[src/rtl/mips_loader_pkg.sv]
// Shared types and constants for the MIPS boot-time program loader.
// WORD_ADDR_SHIFT is shared with the PC logic, so word/byte address scaling stays consistent.
package mips_loader_pkg;

    typedef enum logic [2:0] {
        S_IDLE,
        S_LEN_HI,
        S_LEN_LO,
        S_DATA,
        S_WRITE,
        S_DONE,
        S_ERROR
    } loader_state_t;

    localparam int LEN_BYTES       = 2;
    localparam int BYTES_PER_WORD  = 4;
    localparam int WORD_ADDR_SHIFT = 2;
    localparam int LEN_WIDTH       = LEN_BYTES * 8;

    function automatic logic [31:0] wordToByteAddr(input logic [LEN_WIDTH-1:0] wordIndex);
        return 32'(wordIndex) << WORD_ADDR_SHIFT;
    endfunction

endpackage

[src/rtl/mips_program_loader_byte_packer.sv]
// Big-endian byte-to-word packer: bytes shift in at the low lane, so the first
// byte of a word ends up in bits 31:24 after four shifts.
module byte_packer
    import mips_loader_pkg::*;
(
    input  logic        clk,
    input  logic        reset,
    input  logic        clear,
    input  logic        shiftEn,
    input  logic [7:0]  byteIn,
    output logic [31:0] nextWord,
    output logic        wordFull
);

    logic [31:0] packedWord;
    logic [1:0]  byteCountReg;

    generate
        for (genvar gi = 0; gi < BYTES_PER_WORD; gi++) begin : gen_lane
            logic [7:0] laneReg;

            if (gi == 0) begin : gen_first
                always_ff @(posedge clk) begin
                    if (reset || clear) begin
                        laneReg <= 8'h00;
                    end else if (shiftEn) begin
                        laneReg <= byteIn;
                    end
                end
            end else begin : gen_rest
                always_ff @(posedge clk) begin
                    if (reset || clear) begin
                        laneReg <= 8'h00;
                    end else if (shiftEn) begin
                        laneReg <= packedWord[(gi-1)*8 +: 8];
                    end
                end
            end

            assign packedWord[gi*8 +: 8] = laneReg;
        end
    endgenerate

    always_ff @(posedge clk) begin
        if (reset || clear) begin
            byteCountReg <= 2'd0;
        end else if (shiftEn) begin
            byteCountReg <= byteCountReg + 2'd1;
        end
    end

    // Asserted while three bytes are held: the next shifted byte completes the word.
    assign wordFull = (byteCountReg == 2'(BYTES_PER_WORD - 1));
    assign nextWord = {packedWord[23:0], byteIn};

endmodule

[src/rtl/mips_program_loader.sv]
// Boot loader: receives a length-prefixed byte stream, writes big-endian words into
// instruction memory and holds the core in reset until the whole image is written.
module mips_program_loader
    import mips_loader_pkg::*;
#(
    parameter int MEMORY_DEPTH = 54
) (
    input  logic        clk,
    input  logic        reset,
    input  logic        start,
    input  logic [7:0]  byte_in,
    input  logic        byte_valid,
    output logic        byte_ready,
    output logic        imem_we,
    output logic [31:0] imem_addr,
    output logic [31:0] imem_wdata,
    output logic        cpu_reset,
    output logic        done,
    output logic        error
);

    loader_state_t        stateReg, stateNext;
    logic [LEN_WIDTH-1:0] lenReg, lenNext;
    logic [LEN_WIDTH-1:0] indexReg, indexNext;
    logic [LEN_WIDTH-1:0] lenCandidate;

    logic        byteReadyReg;
    logic        imemWeReg;
    logic [31:0] imemAddrReg;
    logic [31:0] imemWdataReg;
    logic        cpuResetReg;
    logic        doneReg;
    logic        errorReg;

    logic        xfer;
    logic        shiftEn;
    logic        packClear;
    logic        captureWord;
    logic        wordFull;
    logic [31:0] nextWord;

    byte_packer u_packer (
        .clk      (clk),
        .reset    (reset),
        .clear    (packClear),
        .shiftEn  (shiftEn),
        .byteIn   (byte_in),
        .nextWord (nextWord),
        .wordFull (wordFull)
    );

    // byteReadyReg mirrors the registered state, so it is safe to qualify transfers with it.
    assign xfer         = byte_valid & byteReadyReg;
    assign lenCandidate = {lenReg[15:8], byte_in};

    always_comb begin
        stateNext   = stateReg;
        lenNext     = lenReg;
        indexNext   = indexReg;
        shiftEn     = 1'b0;
        packClear   = 1'b0;
        captureWord = 1'b0;

        case (stateReg)
            S_IDLE, S_DONE, S_ERROR: begin
                if (start) begin
                    stateNext = S_LEN_HI;
                end
            end
            S_LEN_HI: begin
                if (xfer) begin
                    lenNext[15:8] = byte_in;
                    stateNext     = S_LEN_LO;
                end
            end
            S_LEN_LO: begin
                if (xfer) begin
                    lenNext = lenCandidate;
                    if (lenCandidate == '0 || lenCandidate > LEN_WIDTH'(MEMORY_DEPTH)) begin
                        stateNext = S_ERROR;
                    end else begin
                        stateNext = S_DATA;
                        indexNext = '0;
                        packClear = 1'b1;
                    end
                end
            end
            S_DATA: begin
                if (xfer) begin
                    shiftEn = 1'b1;
                    if (wordFull) begin
                        captureWord = 1'b1;
                        stateNext   = S_WRITE;
                    end
                end
            end
            S_WRITE: begin
                indexNext = indexReg + 1'b1;
                stateNext = (indexNext == lenReg) ? S_DONE : S_DATA;
            end
            default: begin
                stateNext = S_IDLE;
            end
        endcase
    end

    // Outputs are registered from the next-state decode so they line up with stateReg.
    always_ff @(posedge clk) begin
        if (reset) begin
            stateReg     <= S_IDLE;
            lenReg       <= '0;
            indexReg     <= '0;
            byteReadyReg <= 1'b0;
            imemWeReg    <= 1'b0;
            imemAddrReg  <= 32'h0;
            imemWdataReg <= 32'h0;
            cpuResetReg  <= 1'b1;
            doneReg      <= 1'b0;
            errorReg     <= 1'b0;
        end else begin
            stateReg     <= stateNext;
            lenReg       <= lenNext;
            indexReg     <= indexNext;
            byteReadyReg <= (stateNext == S_LEN_HI) || (stateNext == S_LEN_LO) ||
                            (stateNext == S_DATA);
            imemWeReg    <= (stateNext == S_WRITE);
            cpuResetReg  <= (stateNext != S_DONE);
            doneReg      <= (stateNext == S_DONE);
            errorReg     <= (stateNext == S_ERROR);
            if (captureWord) begin
                imemAddrReg  <= wordToByteAddr(indexReg);
                imemWdataReg <= nextWord;
            end
        end
    end

    assign byte_ready = byteReadyReg;
    assign imem_we    = imemWeReg;
    assign imem_addr  = imemAddrReg;
    assign imem_wdata = imemWdataReg;
    assign cpu_reset  = cpuResetReg;
    assign done       = doneReg;
    assign error      = errorReg;

endmodule

[config.mk]
export PLATFORM = sky130hd
export DESIGN_NAME = mips_program_loader
export DESIGN_NICKNAME = d
export VERILOG_FILES = /design/src/rtl/mips_loader_pkg.sv /design/src/rtl/mips_program_loader_byte_packer.sv /design/src/rtl/mips_program_loader.sv
export SDC_FILE = /design/constraint.sdc
export NUM_CORES = 1
export LEC_CHECK = 0
export BUFFER_PORTS_ARGS = -buffer_cell sky130_fd_sc_hd__buf_4
export CELL_PAD_IN_SITES_DETAIL_PLACEMENT = 0
export CELL_PAD_IN_SITES_GLOBAL_PLACEMENT = 1
export CORE_MARGIN = 5
export CORE_UTILIZATION = 44
export CTS_CLUSTER_DIAMETER = 50
export DETAILED_ROUTE_END_ITERATION = 10
export GPL_ROUTABILITY_DRIVEN = 0
export PLACE_DENSITY = 0.93
export SLEW_MARGIN = 20
export SYNTH_ARGS = -nofsm -noshare
export SYNTH_HDL_FRONTEND = slang
export SYNTH_SLANG_ARGS = --single-unit
[constraint.sdc]
create_clock -name clk -period 5.1 [get_ports clk]
set_input_delay 1.02 -clock clk [delete_from_list [all_inputs] [get_ports clk]]
set_output_delay 1.02 -clock clk [all_outputs]
set_load 0.02 [all_outputs]
==> summary.txt, run 1 <==
Routing
  – Met1 WL: 5570 um
  – Initial drt markers: 276
  – Vias after detailed routing: 4575
  – Post-DRT Antenna Nets: 0
  – DR WL met3: 697 um
  – Routed length per instance: 15.2 um
  – Vias/cell: 5.45
  – Final WL: 12700 um
  – Count of TritonRoute iterations in the first routing pass: 5
  – Met2 wire len: 6190 um
  – Highest Signal Layer: met4
  – Residual DRC count: 0

Worst setup path
  – Worst R2R End: byte_ready
  – CP Launch Type: flop
  – Critical Path AT: 3050 ps
  – CP Capture Type: flop
  – R2r startpoint: indexReg[0]
  – Crit Path Max Fanout: 11
  – Worst r2r path cells: 7
  – Crit Path Class: reg -> reg
  – R2r setup slk: 2340 ps
  – Worst EP required: 5400 ps

Yosys
  – Simple logic cell fraction of the synthesized area: 25.4%
  – Register area share after synthesis: 44.3%
  – Largest family of logic cells by synthesized area: simple AND/OR/NAND/NOR gates
  – Synth async-reset ratio: 0%
  – Synth Area in Adders: 0.486%
  – Synth Area in XOR/XNOR: 3.86%
  – Post-Syn Instances: 645
  – Cell Area, Synth: 5150 um^2
  – Synth Area in Compound Gates: 15.7%
  – Post-synth top area cell: dfxtp_1
  – Top cells by area, synth: dfxtp_1, nand2_1, a21oi_1, mux2i_1, nor2_1
  – Post-synth EDFFs: 0
  – Multiplexer share of the synthesized area: 3.50%
  – Avg Cell Area, Syn: 7.98 um^2
  – Top cell type's share of synthesized area: 44.3%
  – Synth warnings: 0
  – Synth unique cells: 62
  – Most used flip-flop cell after synthesis: dfxtp_1
  – Flops & latches, synth: 114

Global routing
  – Total GRT Usage: 18.2%
  – Vias in the first global route: 4389
  – Pin count of the biggest net entering global routing: 89
  – Wire length of the first global-routing pass: 21400 um
  – Total congestion overflow: 0
  – Initial antenna violation count: 0

Clock network
  – CTS Root Cell: clkbuf_16
  – Clock tree buffer depth: 2
  – TritonCTS clock tree: yes
  – Clock sink count: 114
  – Post-CTS resize count: 0
  – Clk Latency, worst-skew pair: 410 ps
  – Inserted Clock Buffers: 17
  – Postcts setup bufs: 0
  – Clock-pin slew on the worst setup and hold paths: 50 ps
  – Hold buffers post-CTS: 0
  – H-tree depth: 4

Pwr
  – Cell area power density: 363 nW/um^2
  – Peak VDD IR: 0.216 mV
  – Static Leakage: 2.30 nW

Cells and area
  – Fin nets: 697
  – Reg area: 2280 um^2
  – Synth-to-layout area growth: 20.3%
  – Area of the multi-input gates: 2580 um^2
  – Ratio of cells with drive above 1 in the final layout: 16.4%
  – Core Util, Final: 54.0%
  – # fillers: 1046
  – Diodes inserted: 0

STA
  – Fmax: 363 MHz
  – Worst-margin pin slew: 926 ps
  – Final period util: 54.0%
  – Slew HR: 38.2%
  – Final hold violations: 0
  – Final TNS setup: 0 ps
  – Final max-slew violation count: 0
  – Worst hold margin: 452 ps
  – Fin crit period: 2760 ps
  – RSZ-0062 raised after global routing: false
  – Setup violators final: 0
  – Clock skew: 6.44 ps

Floorplan
  – Rows: 39
  – Total die area: 14000 um^2
  – Initial Util: 44.9%
  – Die width: 118 um
  – Core ar.: 11500 um^2
  – Die height: 118 um
  – Ports: 81

Worst hold path
  – Hold depth: 2
  – Hold_sp: u_packer.gen_lane[2].laneReg[3]
  – Min-Delay Path Class: reg -> reg
  – Hold Path End: imem_wdata[27]

Place
  – Input/output buffers: 64
  – DP HPWL: 8440 um

Status
  – Outcome: completed

Run
  – Max_cap viols: 0
[metal layers]
layer  track usage, %  vias to the layer above
met1             22.7                     2167
li1                 -                     2247
met5                0                        -
met4             7.60                        0
met2             29.7                      137
met3             4.82                       24
[worst max-delay path: stages, from the launching register on]
cell	delay, ps
dfxtp_1	570
ha_1	370
nand4_2	250
nor3_2	400
mux2i_1	230
o22ai_1	110
or4_4	520
and3_1	190
[cells in the mapped netlist (3+ instances only)]
cell and instances:
nand2_1 161, dfxtp_1 114, a21oi_1 96, nor2_1 37
clkbuf_1 28, buf_4 18, mux2i_1 18, buf_2 16
xnor2_1 13, nand3_1 12, nor3_1 11, o21ai_1 9
a31oi_1 7, nand2b_1 7, o21ai_0 7, nor4_1 6
xor2_1 6, and4_1 5, or3_1 5, and2_1 4
inv_1 4, o31ai_1 4, and3_1 3, nand3b_1 3
nand4_1 3, nor3b_1 3, or4_1 3
[power breakdown]
part | internal [mW] | total, mW | switching [mW]
sequential | 0.896 | 0.904 | 0.00820
clock | 0.844 | 1.27 | 0.422
combinational | 0.0231 | 0.0750 | 0.0518
[placed cells by master (no fill, tap or decap), types with 5 or more instances in the layout]
master and count:
xor2_1 6, a31oi_1 7, dfxtp_1 114, nor2_1 36, o21ai_0 7, or3_1 5, clkbuf_16 17, nor4_1 6
a21oi_1 96, and4_1 5, o21ai_1 9, nand3_1 12, nor3_1 11, conb_1 16, xnor2_1 13, buf_4 67
nand2b_1 7, mux2i_1 18, nand2_1 161
[state kept, by name (all words and copies together) (netlist names), 2 cells and up]
signal	flops
imem_wdata	32
u_packer.gen_lane.laneReg	24
imem_addr	16
indexReg	16
lenReg	16
stateReg	3
u_packer.byteCountReg	2
[area by class of cell]
class / instances / area share (%)
multi-input combinational: 479 / 41.6
sequential: 114 / 36.9
timing repair buffer: 67 / 8.12
clock buffer: 20 / 7.38
tap: 143 / 2.89
clock inverter: 12 / 2.87
inverter: 4 / 0.243
[how the worst max path moves through the flow]
stage                startpoint             end  slack [ps]  cells after the start
finish              indexReg[0]      byte_ready        2340                      7
floorplan            byte_valid    indexReg[14]        2480                      7
global placement     byte_valid     indexReg[4]        2000                      7
global route        indexReg[0]       cpu_reset        2020                      7
detailed placement   byte_valid  imem_wdata[23]        1950                      7
CTS                 indexReg[0]       cpu_reset        2330                      7
[cell families (layout without fill, tap and decap cells)]
group,Yosys count,after routing
muxes,18,18
adders and majority gates,2,2
DFF,114,114
buffers and inverters,67,103
and+or+nand+nor,279,279
other,1,16
AOI/OAI and AO/OA,143,143
xor gates and xnor gates,21,21
[per-stage QoR]
step | setup slack (ps) | cell area, um^2 | instances | total power, mW
6_report | 2340 | 6190 | 839 | 2.24
5_1_grt | 2020 | 6190 | 839 | 2.31
4_1_cts | 2330 | 6190 | 839 | 2.26
3_5_place_dp | 1950 | 5560 | 807 | 0.997
3_3_place_gp | 2000 | 5560 | 807 | 0.995
2_1_floorplan | 2480 | 5200 | 660 | 0.983
(Power assumes the default switching activity.)
==> run 2, diff against run 1 <==
--- a/config.mk
+++ b/config.mk
@@ -9,11 +9,11 @@
 export CELL_PAD_IN_SITES_DETAIL_PLACEMENT = 0
 export CELL_PAD_IN_SITES_GLOBAL_PLACEMENT = 1
 export CORE_MARGIN = 5
-export CORE_UTILIZATION = 44
+export CORE_UTILIZATION = 38
 export CTS_CLUSTER_DIAMETER = 50
 export DETAILED_ROUTE_END_ITERATION = 10
 export GPL_ROUTABILITY_DRIVEN = 0
-export PLACE_DENSITY = 0.93
+export PLACE_DENSITY = 0.86
 export SLEW_MARGIN = 20
 export SYNTH_ARGS = -nofsm -noshare
 export SYNTH_HDL_FRONTEND = slang
==> constraint.sdc (replaced) <==
create_clock -name clk -period 2.46 [get_ports clk]
set_input_delay 0.492 -clock clk [delete_from_list [all_inputs] [get_ports clk]]
set_output_delay 0.492 -clock clk [all_outputs]
set_load 0.02 [all_outputs]
==> run 2 against run 1 <==
Effect of this change:
- global-route usage fell by 1.6 points
- clock skew is 3.3 ps higher
- first-iteration DRC count grew 23%
- sequential cell count did not move
- register-to-register slack worse by 2200 ps
- power up 93%
- worst setup slack worse by 2200 ps
- largest cell class unchanged
==> summary.txt, run 2 (synthesis results as in run 1) <==
Cells and area
  – Most common cell after layout, fill and taps aside: nand2_1
  – Largest register FFs: 32 (unchanged)
  – Diodes inserted: 0 (unchanged)
  – Fin nets: 718 (+3.0%)
  – Ratio of cells with drive above 1 in the final layout: 19.0% (+2.6 points)
  – Synth-to-layout area growth: 23.4%
  – Most frequent cells in the layout: nand2_1, dfxtp_1, a21oi_1, buf_4, nor2_1

STA
  – Final hold violations: 0 (unchanged)
  – Final max-slew violation count: 0 (unchanged)
  – Final period util: 93.7% (+40 points)
  – Final TNS setup: 0 ps (unchanged)
  – Worst hold margin: 377 ps (-74.7 ps)
  – Setup violators final: 0 (unchanged)
  – Final WS setup: 155 ps (-2190 ps)
  – Fmax: 434 MHz (+20%)
  – Clock skew: 9.72 ps (+3.28 ps)
  – Fin crit period: 2300 ps (-451 ps)
  – RSZ-0062 raised after global routing: false

Routing
  – Count of TritonRoute iterations in the first routing pass: 5 (unchanged)
  – Routed length per instance: 14.5 um (-4.1%)
  – Vias after detailed routing: 4624 (+1.1%)
  – Initial drt markers: 340 (+23%)
  – Final WL: 13000 um (+2.1%)
  – Post-DRT Antenna Nets: 0 (unchanged)
  – Residual DRC count: 0 (unchanged)
  – Vias/cell: 5.18 (-5.0%)

Status
  – Outcome: completed

Clock network
  – Clock tree buffer depth: 2 (unchanged)
  – H-tree depth: 4 (unchanged)
  – CTS Root Cell: clkbuf_16
  – Postcts setup bufs: 0 (unchanged)
  – Clock sink count: 114 (unchanged)
  – TritonCTS clock tree: yes
  – Clock-pin slew on the worst setup and hold paths: 60 ps (about the same)
  – Clk Latency, worst-skew pair: 410 ps (about the same)
  – Hold buffers post-CTS: 0 (unchanged)
  – Post-CTS resize count: 0 (unchanged)
  – Inserted Clock Buffers: 17 (unchanged)

Worst setup path
  – Critical Path Slowest Stage Cell: or4_4
  – Worst EP required: 2770 ps (-2630 ps)
  – CP Launch Type: flop
  – Top delay family on crit path: simple AND/OR/NAND/NOR gates
  – Critical Path AT: 2610 ps (-440 ps)
  – CP Capture Type: flop
  – Crit Path Max Fanout: 6 (-5)
  – CP cell instances: ha_1, nand4_2, nor3_2, mux2i_1, o22ai_1, or4_4, and3_1
  – Worst path max stage delay: 520 ps (-50 ps)
  – Crit Path Class: reg -> reg
  – Crit path buf inv count: 0 (unchanged)

Worst hold path
  – Min-Delay Path Class: in -> reg

Global routing
  – Pin count of the biggest net entering global routing: 53 (-40%)
  – Initial antenna violation count: 0 (unchanged)
  – Total GRT Usage: 16.6% (-1.6 points)
  – Vias in the first global route: 4444 (+1.3%)
  – Total congestion overflow: 0 (unchanged)
  – Wire length of the first global-routing pass: 21900 um (+2.3%)

Pwr
  – Share of power burned in registers: 43.2% (+2.9 points)
  – Logic pwr share: 3.9% (+0.6 points)
  – Static Leakage: 2.39 nW (+4.0%)
  – Switch share: 23.8% (+2.3 points)
  – Peak VDD IR: 0.450 mV (+110%)
  – Internal: 3.30 mW (+87%)
  – Switch Pwr: 1.03 mW (+110%)
  – Final Power: 4.33 mW (+93%)
  – Cell area power density: 682 nW/um^2 (+88%)
  – Clock group share of total power: 52.9% (-3.5 points)

Floorplan
  – Die width: 126 um (+7.0%)
  – Total die area: 16000 um^2 (+14%)
  – Initial Util: 38.9% (-6.0 points)
  – Rows: 42 (+7.7%)
  – Die height: 126 um (+7.0%)
  – Core ar.: 13200 um^2 (+15%)
  – Ports: 81 (unchanged)

Run
  – Max_cap viols: 0 (unchanged)

Place
  – Input/output buffers: 64 (unchanged)
  – DP HPWL: 9090 um (+7.7%)
  – Worst slack, placed: 174 ps (-1770 ps)
==> run 2: cell types whose count changed in the layout (fill, tap and decap cells not counted), sizes merged <==
cell,previous run,this run
buf,67,88
bufinv,4,1
clkbuf,20,17
clkinv,2,8
clkinvlp,4,3
inv,6,7
==> run 2: worst register-to-register path, delay by kind of cell (launching register included) <==
family | cells | cell delay, ps
and+or+nand+nor | 4 | 1210
adders and majority gates | 1 | 290
DFF | 1 | 340
AOI/OAI and AO/OA | 1 | 130
muxes | 1 | 230
==> run 2: area by class of cell <==
class / instances / area, um^2
Timing Repair Buffer: 88 / 698
Sequential cell: 114 / 2280
Multi-Input combinational cell: 479 / 2580
Tap cell: 176 / 220
Clock buffer: 17 / 425
Fill cell: 1289 / 6890
Clock inverter: 15 / 134
Inverter: 4 / 15.0
==> run 2: metal layers <==
layer	share of wire (%)	track usage (%)	vias up
met2	47	26.7	126
met4	1.2	5.36	0
li1	-	-	2295
met1	45	21.3	2193
met3	5.8	5.00	10
met5	0	0	-
==> run 2: final timing paths <==
check	endpoint	cells after the start	slack [ps]	start
hold reg to reg	imem_addr[14]	2	450	imem_addr[14]
setup reg to reg	byte_ready	7	160	indexReg[1]
setup / recovery	byte_ready	7	160	indexReg[1]
hold / removal	u_packer.gen_lane[0].laneReg[1]	3	380	byte_in[1]
==> run 2: power by group through the flow <==
stage	clock network, mW	logic [mW]	registers [mW]
after floorplan	0	0.132	1.91
after detailed placement	0	0.168	1.91
after global placement	0	0.165	1.91
after global routing	2.43	0.185	1.87
final	2.29	0.170	1.87
after CTS	2.34	0.168	1.87
==> run 2: per-stage QoR <==
stage               instance area, um^2  utilization (%)  cells
floorplan                          5200                -    660
global placement                   5790             43.7    861
detailed placement                 5790             43.7    861
CTS                                6350             48.0    893
global route                       6350             48.0    893
finish                             6350             48.0    893
